**config.mk**
```make
export PLATFORM = sky130hd
export DESIGN_NAME = enc_home_ctrl
export DESIGN_NICKNAME = d
export VERILOG_FILES = /design/src/rtl/enc_home_pkg.sv /design/src/rtl/enc_home_ctrl_wd_timer.sv /design/src/rtl/enc_home_ctrl.sv
export SDC_FILE = /design/constraint.sdc
export NUM_CORES = 1
export LEC_CHECK = 0
export BUFFER_PORTS_ARGS = -buffer_cell sky130_fd_sc_hd__buf_4
export CAP_MARGIN = 25
export CORE_MARGIN = 8
export CORE_UTILIZATION = 54
export CTS_CLUSTER_SIZE = 24
export DETAILED_ROUTE_END_ITERATION = 10
export GPL_ROUTABILITY_DRIVEN = 1
export PLACE_DENSITY_LB_ADDON = 0.25
export SLEW_MARGIN = 20
export SYNTH_ARGS = -nofsm -noshare
export SYNTH_HDL_FRONTEND = slang
export SYNTH_SLANG_ARGS = --single-unit
export TNS_END_PERCENT = 100
```
**constraint.sdc**
```tcl
create_clock -name clock -period 5.7 [get_ports clock]
set_input_delay 0.285 -clock clock [delete_from_list [all_inputs] [get_ports clock]]
set_output_delay 0.285 -clock clock [all_outputs]
set_load 0.02 [all_outputs]
```
**src/rtl/enc_home_pkg.sv**
```systemverilog
// ============================================================================
// enc_home_pkg : shared types and defaults for the encoder homing controller
// Rev 1.0
// ============================================================================
`default_nettype none

package enc_home_pkg;

  localparam int CPR_DEF     = 32768;
  localparam int CPR_TOL_DEF = 4;
  localparam int TIMEOUT_DEF = 50_000_000;

  typedef enum logic [3:0] {
    ST_IDLE     = 4'd0,
    ST_CLEAR    = 4'd1,
    ST_WAIT_RDY = 4'd2,
    ST_ARM1     = 4'd3,
    ST_WAIT_Z1  = 4'd4,
    ST_ARM2     = 4'd5,
    ST_WAIT_Z2  = 4'd6,
    ST_CHECK    = 4'd7,
    ST_DONE     = 4'd8,
    ST_FAIL     = 4'd9
  } state_t;

  typedef enum logic [2:0] {
    FC_NONE         = 3'd0,
    FC_READY_TO     = 3'd1,
    FC_INDEX_TO     = 3'd2,
    FC_ENC_ERR      = 3'd3,
    FC_CPR_MISMATCH = 3'd4,
    FC_ABORT        = 3'd5
  } fail_code_t;

  function automatic logic [31:0] abs32(input logic [31:0] v);
    return v[31] ? (~v + 32'd1) : v;
  endfunction

endpackage

`default_nettype wire

```
**src/rtl/enc_home_ctrl_wd_timer.sv**
```systemverilog
// ============================================================================
// wd_timer : loadable down-counter watchdog; expired while the count is zero
// Rev 1.0
// ============================================================================
`default_nettype none

module wd_timer #(
  parameter int TIMEOUT = 50_000_000
) (
  input  logic clock,
  input  logic aclr_n,
  input  logic reload,
  output logic expired
);

  localparam int W = (TIMEOUT > 1) ? $clog2(TIMEOUT) : 1;

  logic [W-1:0] cnt;

  // Loaded with TIMEOUT-1 so expiry is seen on the TIMEOUT-th cycle after reload
  always_ff @(posedge clock or negedge aclr_n) begin
    if (!aclr_n) begin
      cnt <= '0;
    end else if (reload) begin
      cnt <= W'(TIMEOUT - 1);
    end else if (cnt != '0) begin
      cnt <= cnt - W'(1);
    end
  end

  assign expired = (cnt == '0);

endmodule

`default_nettype wire

```
**src/rtl/enc_home_ctrl.sv**
```systemverilog
// ============================================================================
// enc_home_ctrl : encoder homing sequencer (clear, ready, two index captures,
//                 revolution-length check). Rev 1.0
// ============================================================================
`default_nettype none

module enc_home_ctrl
  import enc_home_pkg::*;
#(
  parameter int CPR     = CPR_DEF,
  parameter int CPR_TOL = CPR_TOL_DEF,
  parameter int TIMEOUT = TIMEOUT_DEF
) (
  input  logic               clock,
  input  logic               aclr_n,
  input  logic               start,
  input  logic               abort,
  input  logic               dir_req,
  output logic               enc_sclr,
  output logic               enc_Z_clr,
  output logic               enc_ena,
  output logic               enc_dir,
  input  logic               enc_ready,
  input  logic               enc_error,
  input  logic               enc_Z_flag,
  input  logic signed [31:0] enc_counter,
  input  logic signed [31:0] enc_Z_pos,
  output logic               busy,
  output logic               done,
  output logic               fail,
  output logic [2:0]         fail_code,
  output logic signed [31:0] home_pos,
  output logic signed [31:0] rev_counts,
  output logic signed [31:0] position
);

  state_t      state, state_nx;
  logic [2:0]  fc_nx;
  logic        accept, cap_home, cap_rev;
  logic        tmr_reload, tmr_expired;
  logic [31:0] rev_nx, dev;

  wd_timer #(.TIMEOUT(TIMEOUT)) u_wd (
    .clock   (clock),
    .aclr_n  (aclr_n),
    .reload  (tmr_reload),
    .expired (tmr_expired)
  );

  always_comb begin
    state_nx = state;
    fc_nx    = fail_code;
    accept   = 1'b0;
    cap_home = 1'b0;
    cap_rev  = 1'b0;
    rev_nx   = abs32(enc_Z_pos - home_pos);
    dev      = abs32(rev_counts - 32'(CPR));
    case (state)
      ST_IDLE, ST_DONE, ST_FAIL: begin
        if (start) begin
          state_nx = ST_CLEAR;
          fc_nx    = FC_NONE;
          accept   = 1'b1;
        end
      end
      default: begin
        // Priority: abort, then encoder error, then normal progress/timeout
        if (abort) begin
          state_nx = ST_FAIL;
          fc_nx    = FC_ABORT;
        end else if (enc_error && state != ST_CLEAR && state != ST_WAIT_RDY) begin
          state_nx = ST_FAIL;
          fc_nx    = FC_ENC_ERR;
        end else begin
          case (state)
            ST_CLEAR: state_nx = ST_WAIT_RDY;
            ST_WAIT_RDY: begin
              if (enc_ready) begin
                state_nx = ST_ARM1;
              end else if (tmr_expired) begin
                state_nx = ST_FAIL;
                fc_nx    = FC_READY_TO;
              end
            end
            ST_ARM1: state_nx = ST_WAIT_Z1;
            ST_WAIT_Z1: begin
              if (enc_Z_flag) begin
                state_nx = ST_ARM2;
                cap_home = 1'b1;
              end else if (tmr_expired) begin
                state_nx = ST_FAIL;
                fc_nx    = FC_INDEX_TO;
              end
            end
            ST_ARM2: state_nx = ST_WAIT_Z2;
            ST_WAIT_Z2: begin
              if (enc_Z_flag) begin
                state_nx = ST_CHECK;
                cap_rev  = 1'b1;
              end else if (tmr_expired) begin
                state_nx = ST_FAIL;
                fc_nx    = FC_INDEX_TO;
              end
            end
            ST_CHECK: begin
              if (dev <= 32'(CPR_TOL)) begin
                state_nx = ST_DONE;
              end else begin
                state_nx = ST_FAIL;
                fc_nx    = FC_CPR_MISMATCH;
              end
            end
            default: state_nx = ST_IDLE;
          endcase
        end
      end
    endcase
  end

  assign tmr_reload = (state_nx != state) &&
                      (state_nx == ST_WAIT_RDY || state_nx == ST_WAIT_Z1 ||
                       state_nx == ST_WAIT_Z2);

  // Status outputs are decoded from the next state so they align with state
  always_ff @(posedge clock or negedge aclr_n) begin
    if (!aclr_n) begin
      state      <= ST_IDLE;
      busy       <= 1'b0;
      done       <= 1'b0;
      fail       <= 1'b0;
      enc_sclr   <= 1'b0;
      enc_Z_clr  <= 1'b0;
      enc_ena    <= 1'b0;
      enc_dir    <= 1'b0;
      fail_code  <= FC_NONE;
      home_pos   <= '0;
      rev_counts <= '0;
      position   <= '0;
    end else begin
      state     <= state_nx;
      busy      <= (state_nx inside {ST_CLEAR, ST_WAIT_RDY, ST_ARM1, ST_WAIT_Z1,
                                     ST_ARM2, ST_WAIT_Z2, ST_CHECK});
      enc_ena   <= (state_nx inside {ST_WAIT_RDY, ST_ARM1, ST_WAIT_Z1, ST_ARM2,
                                     ST_WAIT_Z2, ST_CHECK, ST_DONE});
      enc_sclr  <= (state_nx == ST_CLEAR);
      enc_Z_clr <= (state_nx == ST_ARM1) || (state_nx == ST_ARM2);
      done      <= (state_nx == ST_DONE);
      fail      <= (state_nx == ST_FAIL);
      fail_code <= fc_nx;
      if (accept) begin
        enc_dir <= dir_req;
      end
      if (cap_home) begin
        home_pos <= enc_Z_pos;
      end
      if (cap_rev) begin
        rev_counts <= rev_nx;
      end
      position <= (state == ST_DONE) ? (enc_counter - home_pos) : '0;
    end
  end

endmodule

`default_nettype wire

```
* After elaboration in Yosys (flattened, before gate mapping) *
Index checks and enable logic that the tools add are counted.

word-level totals
  flip-flop bits (word level) = 136
  bits in latches = 0
  bits in writable memories = 0
  memory bits (read-only) = 0
  output and inout bits = 106
  word-level logic and storage cells = 101
  memories kept = 0

operators by class
  add/sub/neg operators = 6
  $mul = 0
  divide/modulo/power cells = 0
  $lt $le $gt $ge = 1
  eq/ne operators = 27
  shift operators = 0
  mux-type cells = 36
  bitwise gates (word level) = 2
  reduce and logical (&&, ||, !) cells = 16

operators by type and width
  operator                                                                count
  32-bit two-way mux                                                      3
  32-bit by 1-bit adder with 32-bit output, second input constant         2
  32-bit inverter                                                         2
  32-bit subtractor                                                       2
  26-bit two-way mux                                                      2
  4-bit by 3-bit == test with 1-bit output, second input constant         8
  32-bit by 3-bit <= comparator with 1-bit output, second input constant  1
  4-bit two-way mux                                                       8
  32-bit by 17-bit subtractor with 32-bit output, second input constant   1
  4-bit case mux with 7 select lines                                      1
  3-bit two-way mux                                                       9
  26-bit zero test                                                        1
  26-bit nonzero test                                                     1
  26-bit by 1-bit subtractor with 26-bit output, second input constant    1
  4-bit by 2-bit == test with 1-bit output, second input constant         4
  4-bit == test, second input constant                                    4
  7-bit nonzero test                                                      2
  1-bit two-way mux                                                       12
  5-bit != test, second input constant                                    2
  3-bit case mux with 3 select lines                                      1
  4-bit by 1-bit == test with 1-bit output, second input constant         2
  7-bit AND reduction                                                     1
  6-bit nonzero test                                                      1
  5-bit by 1-bit != test with 1-bit output, second input constant         1
  other kinds (12)                                                        16

* Logic depth before layout (Yosys ltp) *
Gate-level depths: netlist of run 1.

  word-level depth = 15
  depth in mapped cells = 18
  depth with buffers taken out = 15

* Modules after synthesis *
Synthesis of run 1 repeated with hierarchy kept, for this count alone.

unflattened totals
  cells, all modules = 1344
  area, all modules = 11010.6 µm²

by module, submodules not included
  module         times used  cells an instance  area each (µm²)
  enc_home_ctrl  1           1188               9526.6
  wd_timer       1           156                1483.9

* Worst setup path after synthesis of run 1 *
OpenSTA, ideal clock, no wires.

  kind = register to register
  from = register, netlist name rev_counts[15]
  to = register home_pos[10]
  arrival = 4.142 ns
  path slack = 1.433 ns
  cell stages (with the launch flop) = 17
  path buffers = 3
  clock period less this slack = 4.267 ns
  path through = dfrtp_1 clkbuf_1 inv_1 ha_1 or4b_2 nor4_1 nor4_1 a211o_1 or4_1 a211o_1 nand3_1 nor4_4 nor2_4 and3b_1 buf_6 buf_6 mux2_4

RTL lines
  element               RTL line              RTL
  end signal, assigned  enc_home_ctrl.sv:154  home_pos <= enc_Z_pos;
  end, declared         enc_home_ctrl.sv:32   output logic signed [31:0] home_pos,

==> impl_metrics.json, run 1 <==
{
  "hpwl_mm": 24.1,
  "synth_common_cells": "dfrtp_1, nor2_1, nand2_1",
  "critPathMaxFanout": 31,
  "clock_skew_ns": 0.0138,
  "crit_type": "flip-flop to flip-flop",
  "clockBufferDepth": 2,
  "reg2reg_from": "rev_counts[15]",
  "tritoncts": "done",
  "htree_levels": 4,
  "power_uw": 7710,
  "regToRegSetupSlack_ns": 0.62,
  "fin_crit_ns": 5.08,
  "avgRoutedWirePerCell_um": 18.0,
  "power.share.sequential_pct": 20.9,
  "setup-violations-final": 0,
  "finalHoldViolations": 0,
  "synth_edf_count": 0,
  "finish.utilization_pct": 65.1,
  "ios": 178,
  "timing.fmax_ghz": 0.197,
  "synth_nets": 1448,
  "p_per_area_mw_per_mm2": 569,
  "clock_latency_ns": 0.43,
  "slowest_stage": "or4b_2",
  "hp-class": "primary input to flip-flop",
  "port_buffers": 177,
  "crit_path_start_kind": "flip-flop",
  "worst-r2r-cell-count": 13,
  "maxCapViolCount": 0,
  "synth.avg_cell_area_um2": 8.70,
  "post-route-period-util_pct": 89.1,
  "synth.area.top_cells": "dfrtp_1, ha_1, xnor2_1",
  "ir_drop_v": 0.000309,
  "netlist_area_mm2": 0.0114,
  "fp.dieW_um": 161,
  "viasPerCell": 6.00,
  "clk_pin_slew_ns": 0.07,
  "core_area_mm2": 0.0208,
  "final_max_slew_viol_count": 0,
  "routed_wl_mm": 31.5,
  "ys_ff_latch": 136,
  "netlist_instances": 1308,
  "status": "completed",
  "synth-seq-area-share_pct": 29.9,
  "synth_top_cell_area_share_pct": 29.9,
  "worstMarginPinSlew_ns": 0.842,
  "antenna_found_initial": 0,
  "fin_area_mm2": 0.0135,
  "slew_headroom_pct": 43.9,
  "cts_resized": 0,
  "die_h_um": 161,
  "yosysUniqueCellTypes": 92,
  "grt_pass1_vias": 10400,
  "grtUsageTotal_pct": 23.9,
  "dpl_cell_area_mm2": 0.0129,
  "dieArea_mm2": 0.0260,
  "grt_pass1_wl_mm": 51.9,
  "rows": 53,
  "clkPwrFrac_pct": 15.4,
  "gp_congestion": 0.920,
  "intPower_uw": 4050,
  "antenna_cells": 0,
  "swShare_pct": 47.5,
  "hold_depth": 2,
  "syn2layout_area_growth_pct": 19.0,
  "grt_overflow": 0,
  "start_util_pct": 54.6,
  "combPwrFrac_pct": 63.7,
  "numCtsBuffers": 17,
  "grt_max_degree": 73,
  "hold_buffers": 1,
  "rsz0062_at_grt": "false",
  "ys_warn_count": 0,
  "synth_ff_type": "dfrtp_1",
  "yosysTopAreaCell": "dfrtp_1",
  "root_buffer": "clkbuf_16",
  "final_nets": 1603,
  "setup_tns_ns": 0,
  "min_from": "enc_Z_pos[29]",
  "drive_gt1_share_pct": 19.4,
  "worstPathRequired_ns": 5.99,
  "ys_async_sr_fraction_pct": 100,
  "num_vias": 10500,
  "ant_nets": 0,
  "fillerInstances": 1807,
  "leakage_uw": 0.00615,
  "cts.sinks": 136,
  "critPathArrivalTime_ns": 5.37,
  "crit_chain": "inv_1 > ha_1 > or4b_2 > nor4_1 > nor4_1 > a211o_1 > or4_1 > a211o_1 > nand3_1 > nor4_4 > nor2_4 > nand3_2 > mux2_1",
  "remaining_drc_errors": 0,
  "synth.most_common_cell": "dfrtp_1",
  "reg2reg_to": "rev_counts[5]",
  "min_to": "home_pos[29]",
  "max_stage_delay_ns": 0.71,
  "dr.first_iter.drc_count": 824,
  "dr.pass1.iters": 5,
  "postCtsSetupRepairBufs": 0,
  "power.switching_uw": 3660,
  "critPathCaptureType": "flip-flop"
}
layout by cell type (no fill, tap or decap), types with 30 or more instances in the layout:
master | synthesis | routed
buf_4 | 0 | 184
dfrtp_1 | 136 | 136
ha_1 | 66 | 66
o21ai_0 | 64 | 64
xor2_1 | 54 | 53
a21oi_1 | 86 | 86
nor2_1 | 113 | 113
nor3_1 | 45 | 45
mux2_4 | 30 | 30
nand2_1 | 91 | 91
xnor2_1 | 65 | 65
inv_1 | 73 | 73
flip-flops by register name, indices dropped and copies added, names as in the netlist:
name,count
enc_Z_clr,1
position,32
rev_counts,32
busy,1
enc_dir,1
enc_sclr,1
state,4
enc_ena,1
done,1
home_pos,32
fail,1
u_wd.cnt,26
fail_code,3
cell type report:
class / count / area (um2) / area share, %
clock buffer: 18 / 439 / 3.24
sequential: 136 / 3400 / 25.1
timing repair buffer: 188 / 1440 / 10.6
tap: 275 / 344 / 2.54
clock inverter: 14 / 188 / 1.39
inverter: 74 / 278 / 2.05
multi-input combinational: 1046 / 7460 / 55.1
metal layers:
| metal | GRT usage [%] | part of all wire, % | vias to the layer above |
|---|---|---|---|
| met4 | 6.73 | 2.1 | 0 |
| met2 | 39.3 | 47 | 346 |
| met1 | 30.6 | 45 | 5014 |
| met3 | 5.98 | 6.4 | 57 |
| met5 | 0 | 0 | - |
| li1 | - | - | 5092 |
critical path: cells and delay by family (launching register included):
kind | cells | cell delay, ns
simple gates | 8 | 2.63
compound gates | 2 | 0.64
mux | 1 | 0.60
flops | 1 | 0.54
fa+ha+maj | 1 | 0.42
buf+inv | 1 | 0.11
logic make-up after synthesis:
kind of cell             Yosys count  synth area share (%)
XOR/XNOR                         119                  9.16
buffers and inverters            126                  4.62
multiplexers                      70                  7.77
AND/OR/NAND/NOR                  463                  21.8
flip-flops                       136                  29.9
adder cells (fa/ha/maj)           68                  7.61
AO/OA/AOI/OAI                    326                  19.2
worst max-delay path by stage:
stage,from,to,depth (start not counted),slack (ns)
final,rev_counts[15],rev_counts[5],13,0.62
after global routing,rev_counts[15],rev_counts[4],14,0.31
after CTS,rev_counts[15],home_pos[0],13,0.56
after detailed placement,rev_counts[15],home_pos[0],13,0.57
after global placement,rev_counts[15],home_pos[31],13,0.63
after floorplan,rev_counts[15],home_pos[10],16,1.43
power groups by stage:
| stage | clock network [uW] | registers (uW) | logic (uW) |
|---|---|---|---|
| final | 1190 | 1610 | 4910 |
| after global routing | 1250 | 1650 | 5410 |
| after CTS | 1200 | 1600 | 4890 |
| after detailed placement | 0 | 1610 | 4850 |
| after global placement | 0 | 1610 | 4790 |
| after floorplan | 0 | 1790 | 3330 |
metrics by stage:
step | hold WS, ns | worst slack, ns | std cells
global placement | 0.323 | 0.634 | 1716
finish | 0.0986 | 0.624 | 1751
detailed placement | 0.327 | 0.566 | 1716
floorplan | -0.0106 | 1.43 | 1308
global route | 0.0844 | 0.312 | 1751
CTS | 0.0867 | 0.561 | 1749
Note: power is estimated with default switching activity, not from simulation.
==> inputs of run 2 (changes only) <==
--- a/config.mk
+++ b/config.mk
@@ -5,6 +5,7 @@
 export SDC_FILE = /design/constraint.sdc
 export NUM_CORES = 1
 export LEC_CHECK = 0
+export ABC_AREA = 1
 export BUFFER_PORTS_ARGS = -buffer_cell sky130_fd_sc_hd__buf_4
 export CAP_MARGIN = 25
 export CORE_MARGIN = 8
==> constraint.sdc (replaced) <==
create_clock -name clock -period 6.4 [get_ports clock]
set_input_delay 0.32 -clock clock [delete_from_list [all_inputs] [get_ports clock]]
set_output_delay 0.32 -clock clock [all_outputs]
set_load 0.02 [all_outputs]
==> run 2 against run 1 <==
  * Die area is 4.0% higher
  * Synthesized area is 4.4% higher
  * Sequential share of layout area is 0.92 points lower
  * Highest routed layer is now met5
  * First-iteration DRC count is 22% higher
  * Global-route usage is 4.4 points higher
  * Largest cell class unchanged
  * Critical endpoint is now rev_counts[27]
==> impl_metrics.json, run 2 <==
{
  "timing.fmax_ghz": 0.297,
  "ys_warn_count": 0,
  "ios": 178,
  "final_max_slew_viol_count": 0,
  "core_area_mm2": 0.0217,
  "antenna_cells": 0,
  "max_stage_delay_ns": 0.43,
  "cts_resized": 0,
  "synth.area.top_cells": "dfrtp_1, nand2_1, nor2_1",
  "cts.sinks": 136,
  "avgRoutedWirePerCell_um": 16.3,
  "layout_commonest_cell": "nand2_1",
  "fin_crit_ns": 3.37,
  "p_per_area_mw_per_mm2": 254,
  "root_buffer": "clkbuf_16",
  "synth_common_cells": "nand2_1, nor2_1, inv_1",
  "crit_path_start_kind": "flip-flop",
  "grt_pass1_vias": 12100,
  "critPathMaxFanout": 4,
  "netlist_area_mm2": 0.0119,
  "slowest_stage": "fa_1",
  "min_to": "enc_dir",
  "clk_pin_slew_ns": 0.07,
  "worst-r2r-cell-count": 21,
  "routed_wl_mm": 38.2,
  "antenna_found_initial": 1,
  "synth-seq-area-share_pct": 28.6,
  "crit_type": "flip-flop to flip-flop",
  "rows": 54,
  "clock_latency_ns": 0.44,
  "ant_nets": 0,
  "clock_skew_ns": 0.0165,
  "htree_levels": 4,
  "worstPathRequired_ns": 6.71,
  "crit_family": "simple AND/OR/NAND/NOR gates",
  "netlist_instances": 1883,
  "viasPerCell": 5.49,
  "final_cell_mix": "nand2_1, nor2_1, inv_1",
  "status": "completed",
  "tritoncts": "done",
  "rsz0062_at_grt": "false",
  "leakage_uw": 0.00753,
  "setup-violations-final": 0,
  "postCtsSetupRepairBufs": 0,
  "fin_ws_ns": 3.03,
  "critPathCaptureType": "flip-flop",
  "slew_headroom_pct": 48.6,
  "regToRegSetupSlack_ns": 3.03,
  "setup_tns_ns": 0,
  "worstMarginPinSlew_ns": 0.770,
  "synth_ff_type": "dfrtp_1",
  "dieArea_mm2": 0.0270,
  "hpwl_mm": 31.2,
  "critPathArrivalTime_ns": 3.68,
  "ir_drop_v": 0.000182,
  "syn2layout_area_growth_pct": 18.3,
  "synth_nets": 2023,
  "grt_pass1_wl_mm": 61.2,
  "grtUsageTotal_pct": 28.3,
  "crit_chain": "ha_1 > inv_1 > fa_1 > nand3_1 > nand3_2 > nand2_1 > nand2_1 > nand2_1 > nand2_1 > nor2_1 > nor2_1 > nor2_1 > nand3_1 > nor3_1 > nand3_1 > nand2_1 > nand2_1 > nand2_1 > nand2_1 > nand2_1 > nand2_1",
  "grt_overflow": 0,
  "start_util_pct": 54.8,
  "ys_async_sr_fraction_pct": 100,
  "die_h_um": 164,
  "post-route-period-util_pct": 52.6,
  "numCtsBuffers": 17,
  "port_buffers": 177,
  "top_regs": "home_pos x32, position x32, rev_counts x32",
  "drive_gt1_share_pct": 12.8,
  "min_from": "dir_req",
  "num_vias": 12900,
  "synth_edf_count": 0,
  "hp-class": "primary input to flip-flop",
  "fp.dieW_um": 164,
  "yosysTopAreaCell": "dfrtp_1",
  "synth_top_cell_area_share_pct": 28.6,
  "dr.first_iter.drc_count": 1002,
  "reg2reg_from": "home_pos[0]",
  "clockBufferDepth": 2,
  "hold_buffers": 1,
  "ys_ff_latch": 136,
  "reg2reg_to": "rev_counts[27]",
  "dr.pass1.iters": 6,
  "grt_max_degree": 81,
  "maxCapViolCount": 0,
  "finalHoldViolations": 0,
  "synth.most_common_cell": "nand2_1",
  "remaining_drc_errors": 0,
  "timing.critical_path.buf_inv": 1,
  "yosysUniqueCellTypes": 50,
  "final_nets": 2197,
  "path_common_cell": "nand2_1",
  "synth.avg_cell_area_um2": 6.31,
  "hold_depth": 3,
  "place_ws_ns": 2.96,
  "gp_congestion": 0.997
}
[run 2: changes by cell type in the layout (fill, tap and decap cells not counted), moves of 20 or more]
cell,change
nand2_1,+439
inv_1,+180
nor2_1,+172
nand3_1,+109
xnor2_1,-53
a21oi_1,+42
mux2_4,-30
mux2_1,-25
o21ai_0,+25
nand4_1,+24
a21o_1,-22
nor3_1,-21
nor2b_1,-20
o31ai_1,-20
[run 2: layout make-up]
class,instances,area [um2]
Clock buffer,17,425
Clock inverter,15,160
Fill cell,2002,7630
Inverter,256,963
Multi-Input combinational cell,1465,7390
Sequential cell,136,3400
Tap cell,280,350
Timing Repair Buffer,181,1370
[run 2: kinds of logic (layout without fill, tap and decap cells)]
kind of cell,count (synthesis),count (layout),synth area share (%)
AO/OA/AOI/OAI,267,267,12.2
XOR/XNOR,59,59,4.54
adder cells (fa/ha/maj),68,68,7.29
buffers and inverters,282,469,9.19
flip-flops,136,136,28.6
multiplexers,1,1,0.0948
AND/OR/NAND/NOR,1070,1070,38.0
[run 2: per-layer routing]
| metal | GRT usage [%] | share of wire (%) | vias up |
|---|---|---|---|
| met3 | 6.27 | 8.2 | 80 |
| met5 | 0 | 0.034 | - |
| met2 | 45.8 | 46 | 527 |
| met1 | 36.5 | 43 | 5887 |
| met4 | 10.1 | 3.4 | 2 |
| li1 | - | - | 6413 |
[run 2: how the worst max path moves through the flow]
| stage | start | to | slack, ns | cells after the start |
|---|---|---|---|---|
| 3_3_place_gp | enc_Z_pos[0] | rev_counts[27] | 2.97 | 23 |
| 6_report | home_pos[0] | rev_counts[27] | 3.03 | 21 |
| 5_1_grt | home_pos[0] | rev_counts[21] | 2.69 | 15 |
| 3_5_place_dp | enc_Z_pos[0] | rev_counts[27] | 2.96 | 23 |
| 2_1_floorplan | home_pos[0] | rev_counts[23] | 3.52 | 15 |
| 4_1_cts | home_pos[0] | rev_counts[27] | 3.04 | 21 |
[run 2: worst reg2reg max path: cells and delay by family (launching register included)]
kind                     cells  cell delay, ns
AND/OR/NAND/NOR             18            2.17
adder cells (fa/ha/maj)      2            0.60
flip-flops                   1            0.41
buffers and inverters        1            0.07
[run 2: metrics by stage]
step | total power, uW | instances | util [%] | hold WS, ns | cell area [um2]
final | 3570 | 2350 | 64.8 | 0.0905 | 14100
after global routing | 3810 | 2350 | 64.8 | 0.102 | 14100
after CTS | 3570 | 2350 | 64.8 | 0.0842 | 14100
after detailed placement | 2570 | 2317 | 62.1 | 0.321 | 13500
after global placement | 2550 | 2317 | 62.1 | 0.314 | 13500
after floorplan | 2080 | 1883 | - | 0.0244 | 11900
[run 2: power by group]
group / internal (uW) / switching, uW
Combinational: 508 / 1020
Clock: 550 / 440
Sequential: 973 / 82.4
Total: 2030 / 1540
